`config.mk`:
```
export PLATFORM = sky130hd
export DESIGN_NAME = imem_loader_flat
export DESIGN_NICKNAME = d
export VERILOG_FILES = /design/src/rtl/imem_loader_pkg.sv /design/src/rtl/imem_loader_if.sv /design/src/rtl/imem_loader_byte_packer.sv /design/src/rtl/imem_loader.sv /design/src/flat_wrapper.sv
export SDC_FILE = /design/constraint.sdc
export NUM_CORES = 1
export LEC_CHECK = 0
export BUFFER_PORTS_ARGS = -buffer_cell sky130_fd_sc_hd__buf_2
export CAP_MARGIN = 20
export CORE_MARGIN = 2
export CORE_UTILIZATION = 60
export DETAILED_ROUTE_END_ITERATION = 6
export GPL_TIMING_DRIVEN = 0
export HOLD_SLACK_MARGIN = 0.03
export PLACE_DENSITY = 0.81
export SLEW_MARGIN = 5
export SYNTH_ARGS = -nofsm -noshare
export SYNTH_HDL_FRONTEND = slang
export SYNTH_HIERARCHICAL = 1
export SYNTH_SLANG_ARGS = --single-unit
```
`constraint.sdc`:
```
create_clock -name clk_i -period 9.41 [get_ports clk_i]
set_clock_uncertainty 0.1 [all_clocks]
set_input_delay 0.941 -clock clk_i [delete_from_list [all_inputs] [get_ports clk_i]]
set_output_delay 0.941 -clock clk_i [all_outputs]
set_load 0.1 [all_outputs]
```
`src/rtl/imem_loader_pkg.sv`:
```
// Shared types and constants for the byte-stream instruction-memory loader.
package imem_loader_pkg;

  typedef enum logic [2:0] {
    IDLE  = 3'd0,
    LEN   = 3'd1,
    DATA  = 3'd2,
    WRITE = 3'd3,
    DONE  = 3'd4,
    ERR   = 3'd5
  } state_t;

  localparam int WORD_BITS = 32;
  localparam int BYTE_BITS = 8;
  localparam int LEN_BYTES = 4;
  localparam int N_BYTES   = WORD_BITS / BYTE_BITS;

endpackage

```
`src/rtl/imem_loader_if.sv`:
```
// Loader bundle: byte stream in, memory word-write port and status out.
interface imem_loader_if
  import imem_loader_pkg::*;
#(
  parameter int ADDR_WIDTH = 32,
  parameter int DATA_WIDTH = 32,
  parameter int LAU        = 8
);

  logic                  start_i;
  logic [LAU-1:0]        rx_data_i;
  logic                  rx_valid_i;
  logic                  rx_ready_o;
  logic                  we_o;
  logic [ADDR_WIDTH-1:0] waddr_o;
  logic [DATA_WIDTH-1:0] wdata_o;
  logic [N_BYTES-1:0]    wstrb_o;
  logic                  busy_o;
  logic                  done_o;
  logic                  err_o;

  modport slave (
    input  start_i, rx_data_i, rx_valid_i,
    output rx_ready_o, we_o, waddr_o, wdata_o, wstrb_o, busy_o, done_o, err_o
  );

  modport master (
    output start_i, rx_data_i, rx_valid_i,
    input  rx_ready_o, we_o, waddr_o, wdata_o, wstrb_o, busy_o, done_o, err_o
  );

endinterface

```
`src/rtl/imem_loader_byte_packer.sv`:
```
// Little-endian byte packer: drops each byte into the next lane and
// accumulates the matching strobe bit until cleared.
module byte_packer #(
  parameter  int DATA_WIDTH = 32,
  parameter  int LAU        = 8,
  localparam int LANES      = DATA_WIDTH / LAU,
  localparam int LANE_W     = $clog2(LANES)
) (
  input  logic                  clk_i,
  input  logic                  rst_ni,
  input  logic                  clr,
  input  logic                  push,
  input  logic [LAU-1:0]        din,
  output logic [DATA_WIDTH-1:0] word,
  output logic [LANES-1:0]      strb,
  output logic                  last_lane
);

  logic [LANE_W-1:0] lane;

  always_ff @(posedge clk_i or negedge rst_ni) begin
    if (!rst_ni) begin
      word <= '0;
      strb <= '0;
      lane <= '0;
    end else if (clr) begin
      word <= '0;
      strb <= '0;
      lane <= '0;
    end else if (push) begin
      word[lane*LAU +: LAU] <= din;
      strb[lane]            <= 1'b1;
      lane                  <= lane + 1'b1;
    end
  end

  // High while the next pushed byte completes the word.
  assign last_lane = (lane == LANE_W'(LANES - 1));

endmodule

```
`src/rtl/imem_loader.sv`:
```
// Length-prefixed byte-stream loader that packs payload bytes into
// little-endian words and writes them to instruction memory.
module imem_loader
  import imem_loader_pkg::*;
#(
  parameter int                    DATA_WIDTH = 32,
  parameter int                    ADDR_WIDTH = 32,
  parameter int                    LAU        = 8,
  parameter logic [ADDR_WIDTH-1:0] BASE_ADDR  = '0,
  parameter int unsigned           MAX_BYTES  = 2**20
) (
  input logic          clk_i,
  input logic          rst_ni,
  imem_loader_if.slave bus
);

  state_t                state_q, state_d;
  logic [31:0]           len_q, cnt_q, len_full, cnt_inc;
  logic [1:0]            len_idx_q;
  logic [ADDR_WIDTH-1:0] waddr_q;
  logic                  ready_q, we_q, busy_q, done_q, err_q;
  logic                  ready_d, we_d, busy_d, done_d, err_d;
  logic                  accept, launch, last_lane;
  logic [DATA_WIDTH-1:0] pk_word;
  logic [N_BYTES-1:0]    pk_strb;

  assign accept   = bus.rx_valid_i & ready_q;
  assign launch   = (state_d == LEN) && (state_q != LEN);
  assign len_full = {bus.rx_data_i, len_q[23:0]};
  assign cnt_inc  = cnt_q + 32'd1;

  always_ff @(posedge clk_i or negedge rst_ni) begin
    if (!rst_ni) state_q <= IDLE;
    else         state_q <= state_d;
  end

  always_comb begin
    state_d = state_q;
    case (state_q)
      IDLE, DONE, ERR: if (bus.start_i) state_d = LEN;
      LEN: begin
        if (accept && len_idx_q == 2'(LEN_BYTES - 1)) begin
          if (len_full == 32'd0)          state_d = DONE;
          else if (len_full > MAX_BYTES)  state_d = ERR;
          else                            state_d = DATA;
        end
      end
      DATA:    if (accept && (last_lane || cnt_inc == len_q)) state_d = WRITE;
      WRITE:   state_d = (cnt_q == len_q) ? DONE : DATA;
      default: state_d = IDLE;
    endcase
  end

  // Outputs decode the next state so every port comes straight from a flop.
  always_comb begin
    ready_d = (state_d == LEN) || (state_d == DATA);
    busy_d  = (state_d == LEN) || (state_d == DATA) || (state_d == WRITE);
    we_d    = (state_d == WRITE);
    done_d  = (state_d == DONE);
    err_d   = (state_d == ERR);
  end

  always_ff @(posedge clk_i or negedge rst_ni) begin
    if (!rst_ni) begin
      ready_q <= 1'b0;
      we_q    <= 1'b0;
      busy_q  <= 1'b0;
      done_q  <= 1'b0;
      err_q   <= 1'b0;
    end else begin
      ready_q <= ready_d;
      we_q    <= we_d;
      busy_q  <= busy_d;
      done_q  <= done_d;
      err_q   <= err_d;
    end
  end

  always_ff @(posedge clk_i or negedge rst_ni) begin
    if (!rst_ni) begin
      len_q     <= '0;
      cnt_q     <= '0;
      len_idx_q <= '0;
      waddr_q   <= '0;
    end else begin
      if (launch) begin
        cnt_q     <= '0;
        len_idx_q <= '0;
      end
      if (accept && state_q == LEN) begin
        len_q[len_idx_q*LAU +: LAU] <= bus.rx_data_i;
        len_idx_q                   <= len_idx_q + 2'd1;
      end
      if (accept && state_q == DATA) cnt_q <= cnt_inc;
      // cnt_q still holds the index of the completing byte here.
      if (state_q == DATA && state_d == WRITE)
        waddr_q <= BASE_ADDR + ADDR_WIDTH'({cnt_q[31:2], 2'b00});
    end
  end

  byte_packer #(
    .DATA_WIDTH(DATA_WIDTH),
    .LAU       (LAU)
  ) u_packer (
    .clk_i    (clk_i),
    .rst_ni   (rst_ni),
    .clr      (launch || (state_q == WRITE)),
    .push     (accept && (state_q == DATA)),
    .din      (bus.rx_data_i),
    .word     (pk_word),
    .strb     (pk_strb),
    .last_lane(last_lane)
  );

  assign bus.rx_ready_o = ready_q;
  assign bus.we_o       = we_q;
  assign bus.waddr_o    = waddr_q;
  assign bus.wdata_o    = pk_word;
  assign bus.wstrb_o    = pk_strb;
  assign bus.busy_o     = busy_q;
  assign bus.done_o     = done_q;
  assign bus.err_o      = err_q;

endmodule

```
`src/flat_wrapper.sv`:
```
// flat-port wrapper written by rule: the top's interface ports become plain ports
module imem_loader_flat import imem_loader_pkg::*;
#(
  parameter int                    DATA_WIDTH = 32,
  parameter int                    ADDR_WIDTH = 32,
  parameter int                    LAU        = 8,
  parameter logic [ADDR_WIDTH-1:0] BASE_ADDR  = '0,
  parameter int unsigned           MAX_BYTES  = 2**20
)
  (clk_i, rst_ni, bus_start_i, bus_rx_data_i, bus_rx_valid_i, bus_rx_ready_o, bus_we_o, bus_waddr_o, bus_wdata_o, bus_wstrb_o, bus_busy_o, bus_done_o, bus_err_o);
  imem_loader_if #(.ADDR_WIDTH(ADDR_WIDTH), .DATA_WIDTH(DATA_WIDTH), .LAU(LAU)) bus_i ();
  input logic clk_i;
  input logic rst_ni;
  input wire logic [$bits(bus_i.start_i)-1:0] bus_start_i;
  input wire logic [$bits(bus_i.rx_data_i)-1:0] bus_rx_data_i;
  input wire logic [$bits(bus_i.rx_valid_i)-1:0] bus_rx_valid_i;
  output wire logic [$bits(bus_i.rx_ready_o)-1:0] bus_rx_ready_o;
  output wire logic [$bits(bus_i.we_o)-1:0] bus_we_o;
  output wire logic [$bits(bus_i.waddr_o)-1:0] bus_waddr_o;
  output wire logic [$bits(bus_i.wdata_o)-1:0] bus_wdata_o;
  output wire logic [$bits(bus_i.wstrb_o)-1:0] bus_wstrb_o;
  output wire logic [$bits(bus_i.busy_o)-1:0] bus_busy_o;
  output wire logic [$bits(bus_i.done_o)-1:0] bus_done_o;
  output wire logic [$bits(bus_i.err_o)-1:0] bus_err_o;
  assign bus_i.start_i = bus_start_i;
  assign bus_i.rx_data_i = bus_rx_data_i;
  assign bus_i.rx_valid_i = bus_rx_valid_i;
  assign bus_rx_ready_o = bus_i.rx_ready_o;
  assign bus_we_o = bus_i.we_o;
  assign bus_waddr_o = bus_i.waddr_o;
  assign bus_wdata_o = bus_i.wdata_o;
  assign bus_wstrb_o = bus_i.wstrb_o;
  assign bus_busy_o = bus_i.busy_o;
  assign bus_done_o = bus_i.done_o;
  assign bus_err_o = bus_i.err_o;
  imem_loader #(.DATA_WIDTH(DATA_WIDTH), .ADDR_WIDTH(ADDR_WIDTH), .LAU(LAU), .BASE_ADDR(BASE_ADDR), .MAX_BYTES(MAX_BYTES)) u_core (.clk_i(clk_i), .rst_ni(rst_ni), .bus(bus_i));
endmodule
```
==> metrics, run 1 <==
Vias=6635; wire per inst=20.44 um; P_leak=0.004164 uW; drt initial violations=490; most frequent cells in the layout=dfrtp_1, nand2_1, buf_2, o21ai_0, xnor2_1; worst-case reg-to-reg path depth=11; outcome=complete, no violations; CP required=9.61 ns; Max Slew Vio Count=0; DIE WIDTH=117.7 um; GR peak layer=met2; largest family of logic cells by synthesized area=simple AND/OR/NAND/NOR gates; clock slew at reported path FFs=0.05 ns; GRT Total Usage=32.19%; Pwr per Cell Area=251.2 mW/mm^2; CTS tree=done; grt total ovfl=0; vias per inst=6.277; Synth Area in Simple Gates=19.99%; crit path time final=4.018 ns; clk_lat worst skew=0.43 ns; ant diodes=0; Synth Area per Inst=10.10 um^2; Detailed Route WL=21.61 mm; TritonRoute pass-1 iters=5; RSZ-0062 raised after global routing=no; most common cell after layout, fill and taps aside=dfrtp_1; CTS Sinks=142; Reg2Reg Setup Slack=5.39 ns; setup ws final=5.392 ns; global-route wire length before repair=34.79 mm; register bit count reported by yosys=142; startpoint types=flop; mux share of post-synthesis cell area=6.325%; Fin Hold WS=0.3842 ns; Post-synth top flop=dfrtp_1; cts hold-fix bufs=0; DIE HEIGHT=117.7 um; final count of negative-setup-slack endpoints=0; final cell count without fillers=1057; Peak VDD IR=0.0001894 V; post-DP HPWL=15.52 mm; post-synthesis xor/xnor area fraction=6.212%; H-tree depth=4; synth unique cells=67; Worst slew margin=36.10%; ys async rst share=100.0%; count of max-cap constraint violations=0; total of warnings raised by yosys=6; Resize count post-CTS=0; placed cells=1024; # port buffers=82; remaining antenna violation count after routing=0; Mapped Cells=768; reg2reg end=u_core/bus.waddr_o[12]; met3 usage=5.717%; final-report hold violation count=0; largest net degree at the start of global routing=84; fraction of layout cells with a size suffix above 1=22.82%; CP arrival=4.22 ns; Synth Area in Adders=2.420%; Seq/Total Area, Yosys=45.82%; M2 GR Usage=52.87%; Clock Path Buffers=2; initial core utilization=61.45%; initial antenna violation count=0; Core Rows=41; Post-Place Worst Slack=5.343 ns; measured slew at the worst slew-check pin=0.9565 ns; TNS Setup=0 ns; drt drc=0; Post-synth EDFFs=0; Post-CTS Setup Inserts=0; vias in the first global route=6512; Layout Area Growth over Synthesis=16.92%; placer's final routability congestion estimate=0.9526; met1 usage=40.70%; Num CTS Buffers=17; worst r2r src=u_core/cnt_q[0]; die area=0.01385 mm^2; CP endpoint kind=flop; io pins=85; Nets=899; post-layout util=71.85%; Period Utilization, post-route=42.69%; fmax=248.9 MHz; Core ar.=0.01262 mm^2; Compound-Gate Fraction of Synth Area=14.97%; critical path fanouts, max=10; Root Driver=clkbuf_16; kind of critical path=flop to flop; Post-Syn Area=0.007755 mm^2; Hold Path Class=input pin to async pin
## report_power, final
| group | switching [uW] | leakage (uW) | internal, uW | total (uW) |
|---|---|---|---|---|
| registers | 97.5 | 0.00196 | 691 | 789 |
| logic | 500 | 0.00190 | 271 | 771 |
| clock network | 261 | 0.000310 | 458 | 719 |
## sequential cells by signal, indices dropped and copies added, names as in the netlist
signal,flops
u_core/state_q,3
u_core/u_packer/word,32
u_core/bus.waddr_o,30
u_core/len_q,32
u_core/bus.we_o,1
u_core/cnt_q,32
u_core/len_idx_q,2
u_core/u_packer/lane,2
u_core/u_packer/strb,4
u_core/bus.busy_o,1
u_core/bus.done_o,1
u_core/bus.err_o,1
u_core/bus.rx_ready_o,1
## cells in the mapped netlist (2+ instances only)
| cell | n | share of area [%] |
|---|---|---|
| a21o_1 | 2 | 0.19 |
| a21oi_1 | 15 | 0.97 |
| a21oi_2 | 3 | 0.34 |
| a22o_1 | 3 | 0.34 |
| a31oi_1 | 7 | 0.56 |
| a32o_1 | 17 | 2.2 |
| and2_1 | 18 | 1.5 |
| and3_1 | 4 | 0.32 |
| and4_1 | 6 | 0.68 |
| buf_2 | 15 | 0.97 |
| buf_4 | 3 | 0.29 |
| buf_6 | 5 | 0.73 |
| clkbuf_1 | 22 | 1.1 |
| clkbuf_2 | 2 | 0.13 |
| dfrtp_1 | 142 | 46 |
| ha_1 | 15 | 2.4 |
| inv_1 | 14 | 0.68 |
| mux2_2 | 4 | 0.58 |
| mux2_4 | 27 | 5.2 |
| mux2i_1 | 4 | 0.52 |
| nand2_1 | 100 | 4.8 |
| nand2b_1 | 3 | 0.24 |
| nand3_1 | 18 | 1.2 |
| nand4_1 | 32 | 2.6 |
| nand4b_1 | 8 | 0.90 |
| nor2_1 | 44 | 2.1 |
| nor2b_1 | 2 | 0.16 |
| nor3_1 | 13 | 0.84 |
| nor3b_1 | 4 | 0.39 |
| nor4_1 | 13 | 1.0 |
| nor4_2 | 4 | 0.65 |
| o21ai_0 | 75 | 4.8 |
| o2bb2ai_1 | 9 | 1.0 |
| o2bb2ai_2 | 10 | 1.9 |
| o31ai_1 | 10 | 0.97 |
| o41ai_1 | 2 | 0.23 |
| or2_2 | 2 | 0.16 |
| or3_1 | 2 | 0.16 |
| or4_1 | 7 | 0.68 |
| or4_4 | 2 | 0.29 |
| xnor2_1 | 46 | 5.2 |
| xor2_1 | 9 | 1.0 |
## layer usage
metal  vias up  wire length (um)
li1       3007                 -
met1      3195              8718
met2       363             10390
met3        70              1578
met4         0               922
met5         -                 0
## worst max-delay path, cell delays in order, from the launching register on
cell	delay, ns
dfrtp_1	0.50
ha_1	0.35
inv_1	0.15
or4_1	0.56
buf_6	0.16
or4_4	0.53
xnor2_1	0.14
o211ai_1	0.11
nor4_2	0.09
a22oi_2	0.61
buf_6	0.27
mux2_4	0.31
## per-stage QoR
step / area, um^2 / total power, uW
2_1_floorplan: 7759 / 1335
3_3_place_gp: 8384 / 1521
3_5_place_dp: 8424 / 1549
4_1_cts: 9062 / 2276
5_1_grt: 9067 / 2387
6_report: 9067 / 2278
## worst max-delay path by stage
stage                                      from  slack [ns]                      to  depth (start not counted)
after floorplan           u_core/bus.rx_ready_o        5.99  u_core/bus.waddr_o[10]                         10
after global placement           bus_rx_valid_i        5.39  u_core/bus.waddr_o[15]                         11
after detailed placement         bus_rx_valid_i        5.34  u_core/bus.waddr_o[25]                         11
after CTS                       u_core/cnt_q[0]        5.45  u_core/bus.waddr_o[12]                         11
after global routing            u_core/cnt_q[0]        5.33  u_core/bus.waddr_o[12]                         11
final                           u_core/cnt_q[0]        5.39  u_core/bus.waddr_o[12]                         11
## final cells by class
class	count	area, um^2
Inverter	15	56.30
Clock buffer	19	452.9
Clock inverter	13	185.2
Fill cell	967	3552
Sequential cell	142	3553
Timing Repair Buffer	84	449.2
Multi-Input combinational cell	563	3885
Buffer	49	270.3
Tap cell	172	215.2
## logic make-up (layout without fill, tap and decap cells)
| logic type | count (synthesis) | count (layout) |
|---|---|---|
| simple gates | 291 | 291 |
| compound gates | 165 | 165 |
| flops | 142 | 142 |
| buf+inv | 64 | 180 |
| xor+xnor | 55 | 55 |
| mux | 35 | 35 |
| fa+ha+maj | 15 | 15 |
| other cells | 1 | 2 |
Power figures use the tool's default switching activity.
==> run 2, diff against run 1 <==
--- a/config.mk
+++ b/config.mk
@@ -8,11 +8,11 @@
 export BUFFER_PORTS_ARGS = -buffer_cell sky130_fd_sc_hd__buf_2
 export CAP_MARGIN = 20
 export CORE_MARGIN = 2
-export CORE_UTILIZATION = 60
+export CORE_UTILIZATION = 59
 export DETAILED_ROUTE_END_ITERATION = 6
 export GPL_TIMING_DRIVEN = 0
 export HOLD_SLACK_MARGIN = 0.03
-export PLACE_DENSITY = 0.81
+export PLACE_DENSITY = 0.8
 export SLEW_MARGIN = 5
 export SYNTH_ARGS = -nofsm -noshare
 export SYNTH_HDL_FRONTEND = slang
==> constraint.sdc (replaced) <==
create_clock -name clk_i -period 4 [get_ports clk_i]
set_clock_uncertainty 0.1 [all_clocks]
set_input_delay 0.4 -clock clk_i [delete_from_list [all_inputs] [get_ports clk_i]]
set_output_delay 0.4 -clock clk_i [all_outputs]
set_load 0.1 [all_outputs]
==> metrics, run 2 (synthesis gave the netlist of run 1 again) <==
outcome=finished, violations left; failing checks=DRC; Core Rows=41; die area=0.01408 mm^2; CTS tree=done; P_leak=0.004171 uW; kind of critical path=flop to flop; Hold Startpoint=bus_rx_data_i[7]; critical path's largest stage delay=0.81 ns; remaining antenna violation count after routing=0; Reg2Reg Setup Slack=0.05 ns; critical path fanouts, max=10; Sw Ratio=38.37%; wire per inst=20.92 um; slowest library cell on the worst path=nor3_1; most frequent cells in the layout=dfrtp_1, nand2_1, buf_2, o21ai_0, xnor2_1; startpoint types=flop; Gate power share=33.9%; Pint=3289 uW; Fillers=966; Placed Area=0.008424 mm^2; fraction of layout cells with a size suffix above 1=23.17%; clk_lat worst skew=0.43 ns; Core ar.=0.01272 mm^2; clock slew at reported path FFs=0.06 ns; fmax=253.1 MHz; Vias=6556; vias per inst=6.179; Detailed Route WL=22.20 mm; sequential share of power=34.9%; Nets=903; WHS Endpoint=u_core/len_q[23]; initial antenna violation count=0; worst r2r src=u_core/cnt_q[0]; largest net degree at the start of global routing=88; worst-case reg-to-reg path depth=11; drt drc=6; clock network power share=31.3%; TritonRoute pass-1 iters=7; CTS Sinks=142; reg2reg end=u_core/bus.waddr_o[10]; Root Driver=clkbuf_16; count of max-cap constraint violations=0; H-tree depth=4; Hold Path Class=input pin to flop; DIE WIDTH=118.6 um; Hold Crit Depth=3; Peak VDD IR=0.0003675 V; # port buffers=82; biggest regs=u_core/cnt_q x32, u_core/len_q x32, u_core/u_packer/word x32; io pins=85; Max Slew Vio Count=0; Clock Path Buffers=2; post-DP HPWL=16.01 mm; measured slew at the worst slew-check pin=0.9641 ns; DIE HEIGHT=118.6 um; GRT Total Usage=32.44%; Worst slew margin=35.23%; final-report hold violation count=0; global-route wire length before repair=35.45 mm; ant diodes=0; initial core utilization=60.96%; Layout Area Growth over Synthesis=17.30%; final count of negative-setup-slack endpoints=0; CP arrival=4.15 ns; grt total ovfl=0; drt initial violations=595; Pwr per Cell Area=586.8 mW/mm^2; RSZ-0062 raised after global routing=no; Num CTS Buffers=17; Period Utilization, post-route=98.77%; Psw=2048 uW; placer's final routability congestion estimate=0.9257; CP Cell Sequence=ha_1 -> inv_1 -> nor3_1 -> and3_1 -> mux2i_1 -> o2111ai_1 -> nor4_2 -> a22oi_2 -> buf_4 -> buf_6 -> mux2_4; vias in the first global route=6398; CP required=4.20 ns; TNS Setup=0 ns; CP endpoint kind=flop; crit path time final=3.951 ns; most common cell after layout, fill and taps aside=dfrtp_1; final instance area=0.009096 mm^2
==> run 2: worst max-delay path by stage <==
stage	from	end	depth (start not counted)	slack, ns
floorplan	u_core/bus.rx_ready_o	u_core/bus.waddr_o[10]	10	0.58
global placement	u_core/cnt_q[0]	u_core/bus.waddr_o[19]	11	0.09
detailed placement	u_core/cnt_q[0]	u_core/bus.waddr_o[10]	11	0.12
CTS	u_core/cnt_q[0]	u_core/bus.waddr_o[10]	11	0.11
global route	u_core/cnt_q[7]	u_core/bus.waddr_o[10]	11	0.005
finish	u_core/cnt_q[0]	u_core/bus.waddr_o[10]	11	0.05
==> run 2: through the flow <==
stage	power, uW	util, %	std cells	setup WS (ns)	hold slack, ns
5_1_grt	5590	71.50	1061	0.005363	0.2602
4_1_cts	5328	71.24	1057	0.1084	0.2374
3_5_place_dp	3657	66.22	1024	0.1240	0.2880
3_3_place_gp	3603	65.90	1023	0.09337	0.3705
2_1_floorplan	3140	-	769	0.5850	0.004409
6_report	5337	71.50	1061	0.04924	0.2513
==> run 2: area by class of cell <==
cell class	count	area [um^2]	share of cell area (%)
clock buffers	19	452.9	4.979
repair buffers	88	481.7	5.296
inverters	15	56.30	0.6190
plain buffers	49	270.3	2.971
well taps	172	215.2	2.366
clock inverters	13	176.4	1.939
flip-flops and latches	142	3553	39.06
multi-input cells	563	3890	42.76
==> run 2: power groups by stage <==
| stage | logic, uW | clock network (uW) | registers (uW) |
|---|---|---|---|
| after detailed placement | 1780 | 0 | 1880 |
| after global placement | 1740 | 0 | 1860 |
| after global routing | 1960 | 1750 | 1880 |
| after CTS | 1800 | 1680 | 1850 |
| after floorplan | 1120 | 0 | 2020 |
| final | 1810 | 1670 | 1860 |
==> run 2: timing repair <==
action,CTS,global route
endpoints found under the setup margin,0,27
hold buffers,1,0
hold endpoints to repair,55,0
setup buffers,0,3
resized for setup,0,1
==> run 2: layer usage <==
metal,global-route usage [%],vias to the layer above,share of wire (%)
li1,-,3014,-
met1,42.25,3166,41
met2,53.02,324,48
met3,5.695,52,7.6
met4,14.51,0,3.3
met5,0,-,0
==> run 2: critical path: cells and delay by family (launching register included) <==
| kind | cells | cell delay (ns) |
|---|---|---|
| fa+ha+maj | 1 | 0.32 |
| flops | 1 | 0.47 |
| mux | 2 | 0.67 |
| simple gates | 3 | 1.47 |
| buf+inv | 3 | 0.49 |
| compound gates | 2 | 0.31 |
